<file path="config.mk">
export PLATFORM = sky130hd
export DESIGN_NAME = instr_sequencer_flat
export DESIGN_NICKNAME = d
export VERILOG_FILES = /design/src/rtl/cpu_pkg.sv /design/src/rtl/instr_sequencer_if.sv /design/src/rtl/instr_mem.sv /design/src/rtl/instr_sequencer.sv /design/src/flat_wrapper.sv
export SDC_FILE = /design/constraint.sdc
export NUM_CORES = 1
export LEC_CHECK = 0
export CORE_AREA = 2 2 122 212
export DETAILED_ROUTE_END_ITERATION = 10
export DIE_AREA = 0 0 124 214
export HOLD_SLACK_MARGIN = 0.02
export MAX_ROUTING_LAYER = met4
export PLACE_DENSITY = 0.88
export SYNTH_ARGS = -nofsm -noshare
export SYNTH_HDL_FRONTEND = slang
export SYNTH_SLANG_ARGS = --single-unit
</file>
<file path="constraint.sdc">
create_clock -name clk -period 4.6 [get_ports clk]
set_clock_uncertainty 0.15 [all_clocks]
set_input_delay 0.69 -clock clk [delete_from_list [all_inputs] [get_ports clk]]
set_output_delay 0.69 -clock clk [all_outputs]
set_load 0.005 [all_outputs]
</file>
<file path="src/rtl/cpu_pkg.sv">
// Shared constants, state encoding and hold-length helper for the
// instruction sequencer that feeds simple_cpu.
package cpu_pkg;

  localparam int DEF_INSTR_WIDTH = 20;
  localparam int CNT_W           = 8;

  localparam logic [1:0] CLS_NOP   = 2'b00;
  localparam logic [1:0] CLS_STD   = 2'b01;
  localparam logic [1:0] CLS_LOAD  = 2'b10;
  localparam logic [1:0] CLS_STORE = 2'b11;

  typedef enum logic [1:0] {
    IDLE = 2'd0,
    RUN  = 2'd1,
    DONE = 2'd2
  } seq_state_e;

  // Cycles an instruction of class cls is held, clamped to [1, 2^CNT_W-1].
  function automatic logic [CNT_W-1:0] hold_of(input logic [1:0] cls,
                                               input int hold_std,
                                               input int hold_load,
                                               input int hold_store);
    int h;
    case (cls)
      CLS_STD:   h = hold_std;
      CLS_LOAD:  h = hold_load;
      CLS_STORE: h = hold_store;
      default:   h = 1;
    endcase
    if (h < 1) begin
      hold_of = {{(CNT_W-1){1'b0}}, 1'b1};
    end else if (h > (2**CNT_W) - 1) begin
      hold_of = {CNT_W{1'b1}};
    end else begin
      hold_of = h[CNT_W-1:0];
    end
  endfunction

endpackage

</file>
<file path="src/rtl/instr_sequencer_if.sv">
// Program-load, control and instruction-issue signals between a host
// (master) and the instruction sequencer (slave).
interface instr_sequencer_if #(
  parameter int INSTR_WIDTH = cpu_pkg::DEF_INSTR_WIDTH,
  parameter int PC_BITS     = 4
);
  logic                   prog_we;
  logic [PC_BITS-1:0]     prog_addr;
  logic [INSTR_WIDTH-1:0] prog_data;
  logic                   start;
  logic                   halt_req;
  logic [INSTR_WIDTH-1:0] instruction;
  logic [PC_BITS-1:0]     pc;
  logic                   busy;
  logic                   done;
  logic [PC_BITS:0]       issued_cnt;

  modport master (
    output prog_we, prog_addr, prog_data, start, halt_req,
    input  instruction, pc, busy, done, issued_cnt
  );

  modport slave (
    input  prog_we, prog_addr, prog_data, start, halt_req,
    output instruction, pc, busy, done, issued_cnt
  );
endinterface

</file>
<file path="src/rtl/instr_mem.sv">
// Program store: synchronous write, two asynchronous read ports, no reset.
module instr_mem #(
  parameter int INSTR_WIDTH = cpu_pkg::DEF_INSTR_WIDTH,
  parameter int PC_BITS     = 4
) (
  input  logic                   clk,
  input  logic                   we,
  input  logic [PC_BITS-1:0]     waddr,
  input  logic [INSTR_WIDTH-1:0] wdata,
  input  logic [PC_BITS-1:0]     raddr_a,
  output logic [INSTR_WIDTH-1:0] rdata_a,
  input  logic [PC_BITS-1:0]     raddr_b,
  output logic [INSTR_WIDTH-1:0] rdata_b
);
  logic [INSTR_WIDTH-1:0] mem_r [2**PC_BITS];

  // Program word write port.
  always_ff @(posedge clk) begin
    if (we) begin
      mem_r[waddr] <= wdata;
    end
  end

  assign rdata_a = mem_r[raddr_a];
  assign rdata_b = mem_r[raddr_b];
endmodule

</file>
<file path="src/rtl/instr_sequencer.sv">
// Issues program words to simple_cpu one at a time, holding each for the
// number of cycles its class spends in the CPU's control unit.
module instr_sequencer
  import cpu_pkg::*;
#(
  parameter int INSTR_WIDTH = DEF_INSTR_WIDTH,
  parameter int PC_BITS     = 4,
  parameter int HOLD_STD    = 3,
  parameter int HOLD_LOAD   = 4,
  parameter int HOLD_STORE  = 4
) (
  input logic             clk,
  input logic             rst,
  instr_sequencer_if.slave bus
);
  localparam int               CLS_HI = INSTR_WIDTH - 1;
  localparam logic [PC_BITS-1:0] PC_MAX = {PC_BITS{1'b1}};

  seq_state_e             state_r;
  logic [INSTR_WIDTH-1:0] instr_r;
  logic [PC_BITS-1:0]     pc_r;
  logic [CNT_W-1:0]       cnt_r;
  logic [PC_BITS:0]       issued_r;
  logic                   halt_pend_r;

  logic                   mem_we_s;
  logic [INSTR_WIDTH-1:0] mem0_s;
  logic [INSTR_WIDTH-1:0] next_word_s;
  logic [INSTR_WIDTH-1:0] first_word_s;
  logic [PC_BITS-1:0]     pc_next_s;

  assign mem_we_s  = bus.prog_we && (state_r != RUN);
  assign pc_next_s = pc_r + PC_BITS'(1);

  instr_mem #(
    .INSTR_WIDTH (INSTR_WIDTH),
    .PC_BITS     (PC_BITS)
  ) u_mem (
    .clk     (clk),
    .we      (mem_we_s),
    .waddr   (bus.prog_addr),
    .wdata   (bus.prog_data),
    .raddr_a ({PC_BITS{1'b0}}),
    .rdata_a (mem0_s),
    .raddr_b (pc_next_s),
    .rdata_b (next_word_s)
  );

  // A same-cycle write to address 0 must be the word a start launches.
  always_comb begin
    first_word_s = mem0_s;
    if (mem_we_s && (bus.prog_addr == {PC_BITS{1'b0}})) begin
      first_word_s = bus.prog_data;
    end else begin
      first_word_s = mem0_s;
    end
  end

  // Sequencer FSM with hold counter, pc and issue count.
  always_ff @(posedge clk) begin
    if (!rst) begin
      state_r     <= IDLE;
      instr_r     <= {INSTR_WIDTH{1'b0}};
      pc_r        <= {PC_BITS{1'b0}};
      cnt_r       <= {CNT_W{1'b0}};
      issued_r    <= {(PC_BITS+1){1'b0}};
      halt_pend_r <= 1'b0;
    end else begin
      case (state_r)
        IDLE: begin
          if (bus.start) begin
            pc_r <= {PC_BITS{1'b0}};
            if (first_word_s[CLS_HI -: 2] == CLS_NOP) begin
              issued_r <= {(PC_BITS+1){1'b0}};
              state_r  <= DONE;
            end else begin
              instr_r  <= first_word_s;
              cnt_r    <= hold_of(first_word_s[CLS_HI -: 2], HOLD_STD, HOLD_LOAD,
                                  HOLD_STORE) - CNT_W'(1);
              issued_r <= (PC_BITS+1)'(1);
              state_r  <= RUN;
            end
          end
        end
        RUN: begin
          if (bus.halt_req) begin
            halt_pend_r <= 1'b1;
          end
          if (cnt_r != {CNT_W{1'b0}}) begin
            cnt_r <= cnt_r - CNT_W'(1);
          end else if (halt_pend_r || bus.halt_req || (pc_r == PC_MAX) ||
                       (next_word_s[CLS_HI -: 2] == CLS_NOP)) begin
            instr_r <= {INSTR_WIDTH{1'b0}};
            state_r <= DONE;
          end else begin
            pc_r     <= pc_next_s;
            instr_r  <= next_word_s;
            cnt_r    <= hold_of(next_word_s[CLS_HI -: 2], HOLD_STD, HOLD_LOAD,
                                HOLD_STORE) - CNT_W'(1);
            issued_r <= issued_r + (PC_BITS+1)'(1);
          end
        end
        DONE: begin
          halt_pend_r <= 1'b0;
          state_r     <= IDLE;
        end
        default: begin
          state_r <= IDLE;
        end
      endcase
    end
  end

  assign bus.instruction = instr_r;
  assign bus.pc          = pc_r;
  assign bus.busy        = (state_r == RUN);
  assign bus.done        = (state_r == DONE);
  assign bus.issued_cnt  = issued_r;
endmodule

</file>
<file path="src/flat_wrapper.sv">
// flat-port wrapper written by rule: the top's interface ports become plain ports
module instr_sequencer_flat import cpu_pkg::*;
#(
  parameter int INSTR_WIDTH = DEF_INSTR_WIDTH,
  parameter int PC_BITS     = 4,
  parameter int HOLD_STD    = 3,
  parameter int HOLD_LOAD   = 4,
  parameter int HOLD_STORE  = 4
)
  (clk, rst, bus_prog_we, bus_prog_addr, bus_prog_data, bus_start, bus_halt_req, bus_instruction, bus_pc, bus_busy, bus_done, bus_issued_cnt);
  instr_sequencer_if #(.INSTR_WIDTH(INSTR_WIDTH), .PC_BITS(PC_BITS)) bus_i ();
  input logic clk;
  input logic rst;
  input wire logic [$bits(bus_i.prog_we)-1:0] bus_prog_we;
  input wire logic [$bits(bus_i.prog_addr)-1:0] bus_prog_addr;
  input wire logic [$bits(bus_i.prog_data)-1:0] bus_prog_data;
  input wire logic [$bits(bus_i.start)-1:0] bus_start;
  input wire logic [$bits(bus_i.halt_req)-1:0] bus_halt_req;
  output wire logic [$bits(bus_i.instruction)-1:0] bus_instruction;
  output wire logic [$bits(bus_i.pc)-1:0] bus_pc;
  output wire logic [$bits(bus_i.busy)-1:0] bus_busy;
  output wire logic [$bits(bus_i.done)-1:0] bus_done;
  output wire logic [$bits(bus_i.issued_cnt)-1:0] bus_issued_cnt;
  assign bus_i.prog_we = bus_prog_we;
  assign bus_i.prog_addr = bus_prog_addr;
  assign bus_i.prog_data = bus_prog_data;
  assign bus_i.start = bus_start;
  assign bus_i.halt_req = bus_halt_req;
  assign bus_instruction = bus_i.instruction;
  assign bus_pc = bus_i.pc;
  assign bus_busy = bus_i.busy;
  assign bus_done = bus_i.done;
  assign bus_issued_cnt = bus_i.issued_cnt;
  instr_sequencer #(.INSTR_WIDTH(INSTR_WIDTH), .PC_BITS(PC_BITS), .HOLD_STD(HOLD_STD), .HOLD_LOAD(HOLD_LOAD), .HOLD_STORE(HOLD_STORE)) u_core (.clk(clk), .rst(rst), .bus(bus_i));
endmodule
</file>
Word level (Yosys, flattened, before mapping)
Memory sizes are Yosys's and may differ from the RTL's.
Index checks and enable logic that the tools add are counted.

cells by class
  muxes and demuxes = 51
  reductions and logical operators = 19
  equality and inequality tests = 17
  order comparisons = 4
  $add $sub $neg = 5

operator list
  operator                                                      number
  two-way mux 32 bit                                            8
  two-way mux 8 bit                                             16
  two-way mux 20 bit                                            5
  > comparator 32 x 9 -> 1 bit (second input constant)          2
  less-than comparator 32 x 2 -> 1 bit (second input constant)  2
  one-hot mux 20 bit (2 select lines)                           1
  subtractor 8 x 1 -> 8 bit (second input constant)             3
  one-hot mux 8 bit (2 select lines)                            1
  two-way mux 5 bit                                             3
  two-way mux 4 bit                                             3
  one-hot mux 3 bit (2 select lines)                            2
  AND reduction 4 bit                                           3
  equality test 2 bit (second input constant)                   5
  inequality test 2 bit (second input constant)                 5
  one-hot mux 5 bit (2 select lines)                            1
  two-way mux 2 bit                                             4
  one-hot mux 4 bit (2 select lines)                            1
  nonzero test 8 bit                                            1
  equality test 2 x 1 -> 1 bit (second input constant)          3
  logical NOT 2 bit                                             3
  adder 5 x 1 -> 5 bit (second input constant)                  1
  adder 4 x 1 -> 4 bit (second input constant)                  1
  equality test 4 bit (second input constant)                   1
  logical NOT 4 bit                                             1
  other kinds (11)                                              20

storage, ports and cells
  bits in writable memories = 320
  output and inout port bits = 31
  word-level logic and storage cells = 103
  input port bits = 29
  bits in registers = 40
  memories = 1

memories
  name                depth  bits a word  rd ports  clocked after memory_dff  write ports  line             text
  u_core.u_mem.mem_r  16     20           2         0                         1            instr_mem.sv:15  logic [INSTR_WIDTH-1:0] mem_r [2**PC_BITS];

Logic depth before layout (Yosys ltp)
  depth after elaboration = 22
  gate-level depth with buffers = 13
  mapped depth without buffers = 11

Cells and area by module
From an unflattened synthesis, not the netlist that was laid out.

second synthesis, totals
  cells, all modules = 949
  area total of the unflattened synthesis = 16798.6 µm²

by module, submodules not included
  module           seq. area each (µm²)  area an instance (µm²)  times used  cells an instance
  instr_mem        9609.2                14541.4                 1           683
  instr_sequencer  800.8                 2257.2                  1           266

Worst setup path after synthesis
OpenSTA, ideal clock, no wires.

  kind = reg-to-reg
  from = register u_core.state_r[1]
  to = memory u_core.u_mem.mem_r[2][0] (netlist name) (enable)
  library setup time = 422 ps
  clock period less this slack = 3399 ps
  arrival = 2826 ps
  required time = 4028 ps
  setup slack = 1201 ps
  cell stages (with the launch flop) = 7
  path buffers = 3
  cells stage by stage = dfxtp_1 clkbuf_1 nand2b_1 buf_2 clkbuf_1 nand4b_1 nor3_1

on the way
  longest elaborated chain between the ends = 4

ends and longest elaborated chain
  element                                  line                   text
  start, declared                          instr_sequencer.sv:19  seq_state_e state_r;
  start signal, assigned                   instr_sequencer.sv:62  state_r <= IDLE;
  start signal, assigned                   instr_sequencer.sv:75  state_r <= DONE;
  start signal, assigned                   instr_sequencer.sv:81  state_r <= RUN;
  inequality test 2 x 1 -> 1 bit           instr_sequencer.sv:32  assign mem_we_s = bus.prog_we && (state_r != RUN);
  logical AND 1 bit                        instr_sequencer.sv:32
  two-way mux 1 bit                        instr_mem.sv:19        if (we) begin
  two-way mux 1 bit (implied by the code)  instr_mem.sv:20        mem_r[waddr] <= wdata;
  end, declared                            instr_mem.sv:15

No other way between the ends.

Final worst setup path
  from = register u_core.pc_r[0], in the netlist u_core.bus.pc[0]
  to = output bus_pc[0]

RTL lines
  element                 line                   text
  start, declared         instr_sequencer.sv:21  logic [PC_BITS-1:0] pc_r;
  start signal, assigned  instr_sequencer.sv:64  pc_r <= {PC_BITS{1'b0}};
  start signal, assigned  instr_sequencer.sv:72  pc_r <= {PC_BITS{1'b0}};
  start signal, assigned  instr_sequencer.sv:96  pc_r <= pc_next_s;
  end, declared           flat_wrapper.sv:20     output wire logic [$bits(bus_i.pc)-1:0] bus_pc;

No word-level cell between the ends.

==> results.json <==
{
  "fmax_mhz": 269,
  "cts.repair.resized": 0,
  "synth-seq-cells": 360,
  "final_cell_mix": "320 x edfxtp_1, 94 x mux4_2, 59 x clkdlybuf4s50_1",
  "antenna_left": 0,
  "finalCritPeriodShare": 0.809,
  "die_w_um": 124,
  "dr.pass1.iters": 5,
  "ff_latch_area_um2": 10400,
  "power.density_nw_per_um2": 411,
  "dp.cells": 1119,
  "vias": 7828,
  "synth_top_area_frac": 0.657,
  "synth_ff_type": "edfxtp_1",
  "critPathMaxFanout": 48,
  "grt_pass1_vias": 8101,
  "diodes": 0,
  "start_util": 0.592,
  "antenna_found_initial": 0,
  "grt_use_total": 0.267,
  "synth-edff-count": 320,
  "endpoint_kind": "output port",
  "final_util": 0.678,
  "final_cell_area_um2": 16800,
  "place_congestion": 0.896,
  "async_reset_ff_frac": 0,
  "finalSetupViolCount": 0,
  "layout_commonest_cell": "edfxtp_1",
  "clk_pin_slew_ns": 0.07,
  "cts_root_buffer": "clkbuf_16",
  "core-area_um2": 24700,
  "hold_violations": 0,
  "ir_drop_v": 0.000316,
  "num_rows": 76,
  "synth_nets": 789,
  "cts_made_buffers": 30,
  "vias_per_cell": 6.66,
  "avgSynthCellArea_um2": 19.3,
  "yosys.area.top_type": "edfxtp_1",
  "synth.area.top_cells": "edfxtp_1 66%, mux4_2 14%, dfxtp_1 5.5%",
  "post_cts_buffers": 0,
  "ys_types": 58,
  "route.met3.wl_um": 2510,
  "cts_tree": "yes",
  "timing.final.crit_period_ns": 3.72,
  "drive_above_1_share": 0.257,
  "htree_levels": 1,
  "die_area_um2": 26500,
  "met1_length_um": 11600,
  "multi_input_area_um2": 4030,
  "tightest_slew_ns": 1.06,
  "drt_drc_violations_left": 0,
  "ys_seq_area_frac": 0.711,
  "layout.nets": 871,
  "maxSlewHeadroom": 0.295,
  "clock-sinks": 360,
  "clockBufferDepth": 3,
  "rr_worst_depth": 11,
  "yosysWarnings": 0,
  "place_area_um2": 15700,
  "grt_max_degree": 49,
  "worstSetupStartpointType": "flop",
  "area_growth_pct": 14.5,
  "final_cells": 1175,
  "hold_buffers": 0,
  "hold_path_class": "flop to flop",
  "port_buffers": 59,
  "critical_path_arrival_ns": 2.88,
  "syn_inst": 757,
  "tns_ns": 0,
  "cap_violations": 0,
  "leakage_uw": 0.00539,
  "grt_pass1_wl_um": 49900,
  "fp.dieH_um": 214,
  "wl_met2_um": 17200,
  "outcome": "complete, no violations",
  "nFillCells": 1502,
  "crit_type": "flop to output port",
  "io_pins": 60,
  "synth_area_um2": 14600,
  "drtIter0Drc": 973,
  "wl_um": 32700,
  "maxSlewViolCount": 0,
  "gr-total-overflow": 0,
  "min_path_cells": 2,
  "clk_latency_ns": 0.57,
  "p_total_uw": 6890,
  "post-dp-hpwl_um": 18800,
  "rsz0062_at_grt": "false",
  "wl_per_cell_um": 27.9,
  "top_layer": "met4",
  "worst_ep_required_time_ns": 3.76
}
[worst paths after layout]
path / start / endpoint / slack, ns
min reg2reg: u_core.cnt_r[0] / u_core.cnt_r[0] / 0.34
max: u_core.bus.pc[0] / bus_pc[0] / 0.88
min: u_core.cnt_r[0] / u_core.cnt_r[0] / 0.34
max reg2reg: u_core.bus.pc[1] / u_core.cnt_r[2] / 1.06
[through the flow]
step / setup slack (ns) / hold WS (ns)
final: 0.881 / 0.344
after global routing: 0.657 / 0.361
after detailed placement: 0.847 / 0.322
after floorplan: 1.20 / 0.269
after CTS: 0.755 / 0.334
after global placement: 0.947 / 0.313
[power by group]
| part | internal (uW) | leakage, uW | total, uW | switching [uW] |
|---|---|---|---|---|
| logic | 217 | 0.00165 | 513 | 295 |
| registers | 3620 | 0.00321 | 3660 | 40.3 |
| clock network | 1590 | 0.000516 | 2720 | 1130 |
| total | 5420 | 0.00539 | 6890 | 1470 |
[critical path, cell delays in order (launching register included)]
cell	delay [ns]
dfxtp_4	0.36
buf_4	0.49
buf_4	0.80
clkdlybuf4s50_1	0.64
[per-layer routing]
layer | vias to the layer above | global-route usage
li1 | 3264 | -
met1 | 3964 | 0.337
met2 | 501 | 0.437
met3 | 99 | 0.0349
met4 | 0 | 0.112
met5 | - | -
[final cells by class]
cell class / count / area share
clock inverters: 18 / 0.0146
repair buffers: 92 / 0.0500
flip-flops and latches: 360 / 0.622
multi-input cells: 349 / 0.241
clock buffers: 38 / 0.0485
inverters: 6 / 0.00134
well taps: 312 / 0.0233
[sequential cells by signal, summed over array words and instances (netlist names)]
name,cells
u_core.bus.instruction,20
u_core.bus.issued_cnt,5
u_core.bus.pc,4
u_core.cnt_r,8
u_core.halt_pend_r,1
u_core.state_r,2
u_core.u_mem.mem_r,320
[logic make-up after synthesis]
kind of cell | after synthesis | synth area share
buffers and inverters | 48 | 0.0184
and+or+nand+nor | 148 | 0.0553
muxes | 135 | 0.173
adders and majority gates | 3 | 0.00257
DFF | 360 | 0.711
AOI/OAI and AO/OA | 58 | 0.0359
xor gates and xnor gates | 5 | 0.00351
[cell usage after synthesis (3+ instances only)]
cell type  number
a221oi_2       10
buf_6           4
dfxtp_1        40
nor2_1         25
clkbuf_1       14
mux4_2         94
o21ai_0        12
nor2b_2        10
nand2b_1        6
a21boi_0        3
nand4_1         5
a21oi_1         9
nand2_1        24
a221oi_1        8
buf_2          16
xnor2_1         4
o211a_1         3
buf_1           3
nor3_1         27
ha_1            3
nor2b_1        16
nand3_1        14
edfxtp_1      320
mux2i_1        40
buf_4           3
inv_1           6
(Power assumes the default switching activity.)
